--- config.mk ---
export PLATFORM = sky130hd
export DESIGN_NAME = multi_requester
export DESIGN_NICKNAME = d
export VERILOG_FILES = /design/src/rtl/multi_requester.sv
export SDC_FILE = /design/constraint.sdc
export NUM_CORES = 1
export LEC_CHECK = 0
export CAP_MARGIN = 5
export CORE_MARGIN = 2
export CORE_UTILIZATION = 52
export DETAILED_ROUTE_END_ITERATION = 10
export PLACE_DENSITY = 0.8
export SYNTH_ARGS = -nofsm -noshare
export SYNTH_HDL_FRONTEND = slang
export SYNTH_SLANG_ARGS = --single-unit
--- constraint.sdc ---
create_clock -name clk -period 2.98 [get_ports clk]
set_clock_uncertainty 0.05 [all_clocks]
set_input_delay 0.447 -clock clk [delete_from_list [all_inputs] [get_ports clk]]
set_output_delay 0.447 -clock clk [all_outputs]
set_load 0.02 [all_outputs]
--- src/rtl/multi_requester.sv ---
// multi_requester: per-channel ready -> delayed request generator.
// Each channel runs an independent IDLE/WAIT/REQ FSM. The request delay is
// clamped to [MIN_DLY, MAX_DLY]. Readies arriving while a channel is busy
// are reported as one-cycle drop pulses.
// Optional feature macro: MULTI_REQUESTER_DROP_CNT_EN adds saturating
// 8-bit per-channel drop counters on output drop_cnt.
module multi_requester #(
  parameter int CH_NUM    = 4,
  parameter int DLY_W     = 4,
  parameter int MIN_DLY   = 1,
  parameter int MAX_DLY   = 10,
  parameter int HOLD_MODE = 0
) (
  input  logic                    clk,
  input  logic                    rst,
  input  logic [CH_NUM-1:0]       ready,
  input  logic [CH_NUM*DLY_W-1:0] delay,
  input  logic [CH_NUM-1:0]       ack,
`ifdef MULTI_REQUESTER_DROP_CNT_EN
  output logic [CH_NUM*8-1:0]     drop_cnt,
`endif
  output logic [CH_NUM-1:0]       request,
  output logic [CH_NUM-1:0]       busy,
  output logic [CH_NUM-1:0]       drop
);

  // Reject parameter sets the clamp and countdown cannot represent.
  if (CH_NUM < 1 || DLY_W < 1 || MIN_DLY < 1 || MAX_DLY < MIN_DLY ||
      MAX_DLY > (2**DLY_W) - 1 || (HOLD_MODE != 0 && HOLD_MODE != 1)) begin : g_bad_param
    $error("multi_requester: illegal parameter combination");
  end

  localparam logic [DLY_W-1:0] MIN_V = DLY_W'(MIN_DLY);
  localparam logic [DLY_W-1:0] MAX_V = DLY_W'(MAX_DLY);
  localparam logic [DLY_W-1:0] ONE_V = DLY_W'(1);

  typedef enum logic [1:0] {
    S_IDLE = 2'd0,
    S_WAIT = 2'd1,
    S_REQ  = 2'd2
  } state_t;

  for (genvar g = 0; g < CH_NUM; g++) begin : g_ch
    state_t           state, state_nx;
    logic [DLY_W-1:0] cnt, cnt_nx;
    logic [DLY_W-1:0] dly_raw, dly_clamp;
    logic             drop_q;
    logic             drop_hit;

    assign dly_raw  = delay[g*DLY_W +: DLY_W];
    assign drop_hit = ready[g] && (state != S_IDLE);

    // Clamp the requested delay into [MIN_DLY, MAX_DLY] without wrapping.
    always_comb begin
      dly_clamp = dly_raw;
      if (dly_raw < MIN_V)
        dly_clamp = MIN_V;
      else if (dly_raw > MAX_V)
        dly_clamp = MAX_V;
    end

    // State, countdown and drop flag registers.
    always_ff @(posedge clk) begin
      if (rst) begin
        state  <= S_IDLE;
        cnt    <= '0;
        drop_q <= 1'b0;
      end else begin
        state  <= state_nx;
        cnt    <= cnt_nx;
        drop_q <= drop_hit;
      end
    end

    // Next-state logic. WAIT is loaded with d-1 so REQ lands in cycle k+d.
    always_comb begin
      state_nx = state;
      cnt_nx   = cnt;
      unique case (state)
        S_IDLE: begin
          if (ready[g]) begin
            if (dly_clamp == ONE_V) begin
              state_nx = S_REQ;
            end else begin
              state_nx = S_WAIT;
              cnt_nx   = dly_clamp - ONE_V;
            end
          end
        end
        S_WAIT: begin
          cnt_nx = cnt - ONE_V;
          if (cnt == ONE_V)
            state_nx = S_REQ;
        end
        S_REQ: begin
          if (HOLD_MODE == 0 || ack[g])
            state_nx = S_IDLE;
        end
        default: begin
          state_nx = S_IDLE;
          cnt_nx   = '0;
        end
      endcase
    end

    assign request[g] = (state == S_REQ);
    assign busy[g]    = (state != S_IDLE);
    assign drop[g]    = drop_q;

`ifdef MULTI_REQUESTER_DROP_CNT_EN
    logic [7:0] dcnt;

    // Saturating drop counter; advances on the same edge that raises drop.
    always_ff @(posedge clk) begin
      if (rst)
        dcnt <= '0;
      else if (drop_hit && dcnt != 8'hFF)
        dcnt <= dcnt + 8'd1;
    end

    assign drop_cnt[g*8 +: 8] = dcnt;
`endif
  end

endmodule

## Word level (Yosys, flattened, before mapping)

Index checks and enable logic that the tools add are counted.

- Logic and storage cells: 116
- Input port bits: 26
- Register bits: 28
- Output and inout bits: 12

- Mux-type cells: 36
- Add/subtract/negate cells: 8
- Bitwise gates (word level): 4
- Eq/ne operators: 28
- Reduce and logical (&&, ||, !) cells: 20
- Order comparisons: 8

Operators by type and width:

| kind | number |
|---|---|
| $mux W4 | 16 |
| $pmux W4 S3 | 4 |
| $eq A4 B1 Y1 const B | 8 |
| $sub A4 B1 Y4 const B | 8 |
| $mux W2 | 12 |
| $ne A2 B2 Y1 const B | 12 |
| $gt A4 B4 Y1 const B | 4 |
| $lt A4 B1 Y1 const B | 4 |
| $pmux W2 S2 | 4 |
| $reduce_and A3 Y1 | 4 |
| $eq A2 B1 Y1 const B | 4 |
| $eq A2 B2 Y1 const B | 4 |
| $logic_not A2 Y1 | 4 |
| $reduce_and A2 Y1 | 4 |
| $reduce_bool A2 Y1 | 4 |
| $logic_and A1 B1 Y1 | 4 |
| $not A1 Y1 | 4 |

## Depth between registers and ports, before layout

- Depth after elaboration: 7
- Gate-level depth with buffers: 8
- Gate-level depth less buffers: 8

## Worst setup path after synthesis

Ideal clock, no wire load.

- Path type: in2reg
- Start: in delay[2]
- End: reg g_ch[0].cnt[2]
- Path buffers: 0
- Setup time: 0.070 ns
- Setup slack: 0.560 ns
- Stages on the path: 8
- Arrival time: 2.300 ns
- Required time: 2.860 ns
- Path through: or2_2 maj3_1 inv_1 ha_1 or3b_4 and2_4 or3b_1 a21oi_1

- Word-level cells in the longest chain between the ends: 7
- Elaborated cells between the ends (all ways): 11
- Those cells by class: add/sub (1); order compare (2); eq/ne (2); mux (5); reduce/logical (1)

RTL lines:

| item | RTL line | text |
|---|---|---|
| start, declared | 17 | `input logic [CH_NUM*DLY_W-1:0] delay,` |
| $gt A4 B4 Y1 | 58 | `else if (dly_raw > MAX_V)` |
| $mux W4 | 58 |  |
| $mux W4 (*) | 56 | `if (dly_raw < MIN_V)` |
| $sub A4 B1 Y4 | 86 | `cnt_nx = dly_clamp - ONE_V;` |
| $mux W4 | 82 | `if (dly_clamp == ONE_V) begin` |
| $mux W4 | 81 | `if (ready[g]) begin` |
| $pmux W4 S3 | 79 | `unique case (state)` |
| end signal, assigned | 70 | `cnt <= cnt_nx;` |
| end, declared | 45 | `logic [DLY_W-1:0] cnt, cnt_nx;` |

Every way passes the cells marked *; elsewhere a longest branch is shown, timed or not. The select of a mux whose other input is x is not followed.
A chain may end at the register's enable or synchronous reset.

## Worst setup path in the final report

Same ends and word-level chain as after synthesis.

==> reports/metrics.cfg <==
[yosys]
seq_area_frac_synth_pct = 28.6
netlist_area_mm2 = 0.00196
ys.flop_type = dfxtp_1
synth_edf_count = 0
ys_ff_latch = 28
synth_top_area_share_pct = 28.6
yosysUniqueCellTypes = 48
synthCells = 246
yosys.area.top_type = dfxtp_1
synth_area_per_cell_um2 = 7.95
yosysWarnings = 0
syn-num-nets = 287
async_reset_ff_share_pct = 0
yosys-top-cells-area = dfxtp_1 (29%), ha_1 (9.6%), a21oi_1 (6.1%)

[global_route]
grt_use_total_pct = 19.5
antenna_found_initial = 0
grt_pass1_vias = 1576
grt_max_degree = 17
grt_pass1_wl_mm = 6.60
grt_overflow = 0

[status]
status = finished, final reports clean

[critical_path]
ff2ff_path_depth = 6
path_cells = clkdlybuf4s50_1, or2_2, maj3_1, inv_1, ha_1, or3b_4, and2_4, or3b_1, a21oi_1
cp.arrival_ns = 2.81
worst_path_max_delay_cell = clkdlybuf4s50_1
worstSetupPathType = primary input to flop
path_max_fanout = 5
cpPeakStageDelay_ns = 0.43
cp-end-kind = flop
rrSetupSlack_ns = 1.44
cp-start-kind = primary input
cp.required_ns = 3.16

[routing]
num_vias = 1740
drtPass1Iterations = 4
first_iter_violations = 76
postRouteAntennaNets = 0
postRouteWirelength_mm = 3.78
drc_errors = 0
vias_per_cell = 5.37
wl_per_cell_um = 11.7

[clock_tree]
htreeDepth = 1
numCtsBuffers = 3
clk_latency_ns = 0.29
cts.clk_slew.worst_paths_ns = 0.10
cts_max_path_buffers = 2
hold_buffers = 0
cts_num_sinks = 28
cts_tree = built
cts.repair.resized = 0
root_buffer = clkbuf_8
post_cts_buffers = 0

[cells_and_area]
syn_to_final_growth_pct = 20.8
layout.cells.non_filler = 324
seqCellArea_um2 = 561
multi_input_area_mm2 = 0.00121
fill_cells = 344
antenna_cells = 0
drive_gt1_share_pct = 6.16
final_nets = 318
stdcell_area_mm2 = 0.00236
finish.utilization_pct = 65.1

[floorplan]
io_pins = 38
fp-row-count = 22
die_y_um = 65.3
die_x_um = 65.3
design.core.area_mm2 = 0.00363
dieArea_mm2 = 0.00427
initial_core_util_pct = 53.9

[placement]
dpl.cell_count = 320
dp_hpwl_mm = 2.85
placed_cell_area_mm2 = 0.00229
port_buffers = 33
place.gp.congestion = 0.809

[sta]
fmax_ghz = 0.379
period_minus_slack_ns = 2.64
fin_hold_ws_ns = 0.426
setup_violations = 0
finalSetupTns_ns = 0
rsz0062_at_grt = false
finalCritPeriodShare_pct = 88.5
hold_violations = 0
drv_slew = 0
tightest_slew_ns = 0.469
relSlewSlack_pct = 68.7

[power]
leakage_nw = 0.980
cellPowerDensity_mw_per_mm2 = 464
ir_drop_mv = 0.364

[run]
cap_viol_max_count = 0

[min_path]
whs_path_depth = 2
holdCritPathClass = flop to flop

## cells by family (layout without fill, tap and decap cells)
group / after synthesis / after routing / synth area share, %
mux: 6 / 6 / 3.07
xor+xnor: 6 / 6 / 2.69
simple gates: 87 / 87 / 24.5
buf+inv: 39 / 69 / 9.65
fa+ha+maj: 18 / 18 / 11.1
compound gates: 62 / 62 / 20.3
flops: 28 / 28 / 28.6
## routing by layer
| layer | track usage, % | part of all wire (%) | up-vias |
|---|---|---|---|
| met1 | 24.0 | 49 | 802 |
| met4 | 5.47 | 1.3 | 0 |
| met2 | 34.1 | 47 | 20 |
| met5 | 0 | 0 | - |
| met3 | 4.28 | 3.1 | 5 |
| li1 | - | - | 913 |
## final timing paths
check,end,startpoint
setup / recovery,g_ch[0].cnt[2],delay[2]
hold / removal,g_ch[3].cnt[1],g_ch[3].cnt[1]
setup reg to reg,g_ch[2].cnt[1],g_ch[2].cnt[0]
hold reg to reg,g_ch[3].cnt[1],g_ch[3].cnt[1]
## critical path: cells and delay by family
family,cells,cell delay (ns)
fa+ha+maj,2,0.50
simple gates,4,1.23
buf+inv,2,0.49
compound gates,1,0.15
## cells in the final DEF (no fill, tap or decap), types with 4 or more instances in the layout
cell | Yosys | layout
dfxtp_1 | 28 | 28
o21ai_0 | 10 | 10
clkdlybuf4s50_1 | 0 | 33
a21oi_1 | 24 | 24
xnor2_1 | 6 | 6
nand2b_1 | 7 | 7
and3_1 | 6 | 6
nor3_1 | 6 | 6
nor3b_1 | 4 | 4
o311ai_0 | 4 | 4
nand2_1 | 12 | 12
nor2_1 | 24 | 24
mux2i_1 | 6 | 6
ha_1 | 15 | 15
a31oi_1 | 6 | 6
or3_1 | 7 | 7
buf_4 | 4 | 4
inv_1 | 28 | 28
nand3_1 | 4 | 4
## report_power, final
| group | internal (mW) | switching (mW) |
|---|---|---|
| combinational | 0.168 | 0.159 |
| clock | 0.180 | 0.128 |
| sequential | 0.413 | 0.0491 |
| total | 0.762 | 0.335 |
## synth_stat cells (2+ instances only)
library cell and count:
buf_4 4, o311a_1 2, a21oi_1 24, or3_1 7, nor2b_1 3, and3_1 6
o31a_1 2, nand2b_1 7, o21a_1 2, or3b_1 2, o21ai_0 10, clkbuf_1 4
ha_1 15, a31oi_1 6, xnor2_1 6, a211oi_1 2, or3b_4 2, o311ai_0 4
nor3b_1 4, clkbuf_8 2, mux2i_1 6, dfxtp_1 28, nand2_1 12, nor2_1 24
nor3_1 6, nand3_1 4, and2b_2 2, maj3_1 3, inv_1 28
## layout make-up
cell class	count	area share, %
sequential	28	23.7
clock buffer	3	1.75
clock inverter	1	1.27
inverter	28	4.44
multi-input combinational	179	51.1
timing repair buffer	37	15.2
tap	48	2.54
## through the flow
stage          total power [mW]  setup WS [ns]
2_1_floorplan             0.695          0.560
3_3_place_gp              0.787          0.119
3_5_place_dp              0.796         0.0447
4_1_cts                    1.11          0.344
5_1_grt                    1.17          0.239
6_report                   1.10          0.344
## state kept, by name, indices dropped and copies added (netlist names)
name,flops
g_ch.state,8
g_ch.cnt,16
g_ch.drop_q,4
No activity file was read; power rests on OpenSTA's default activity.
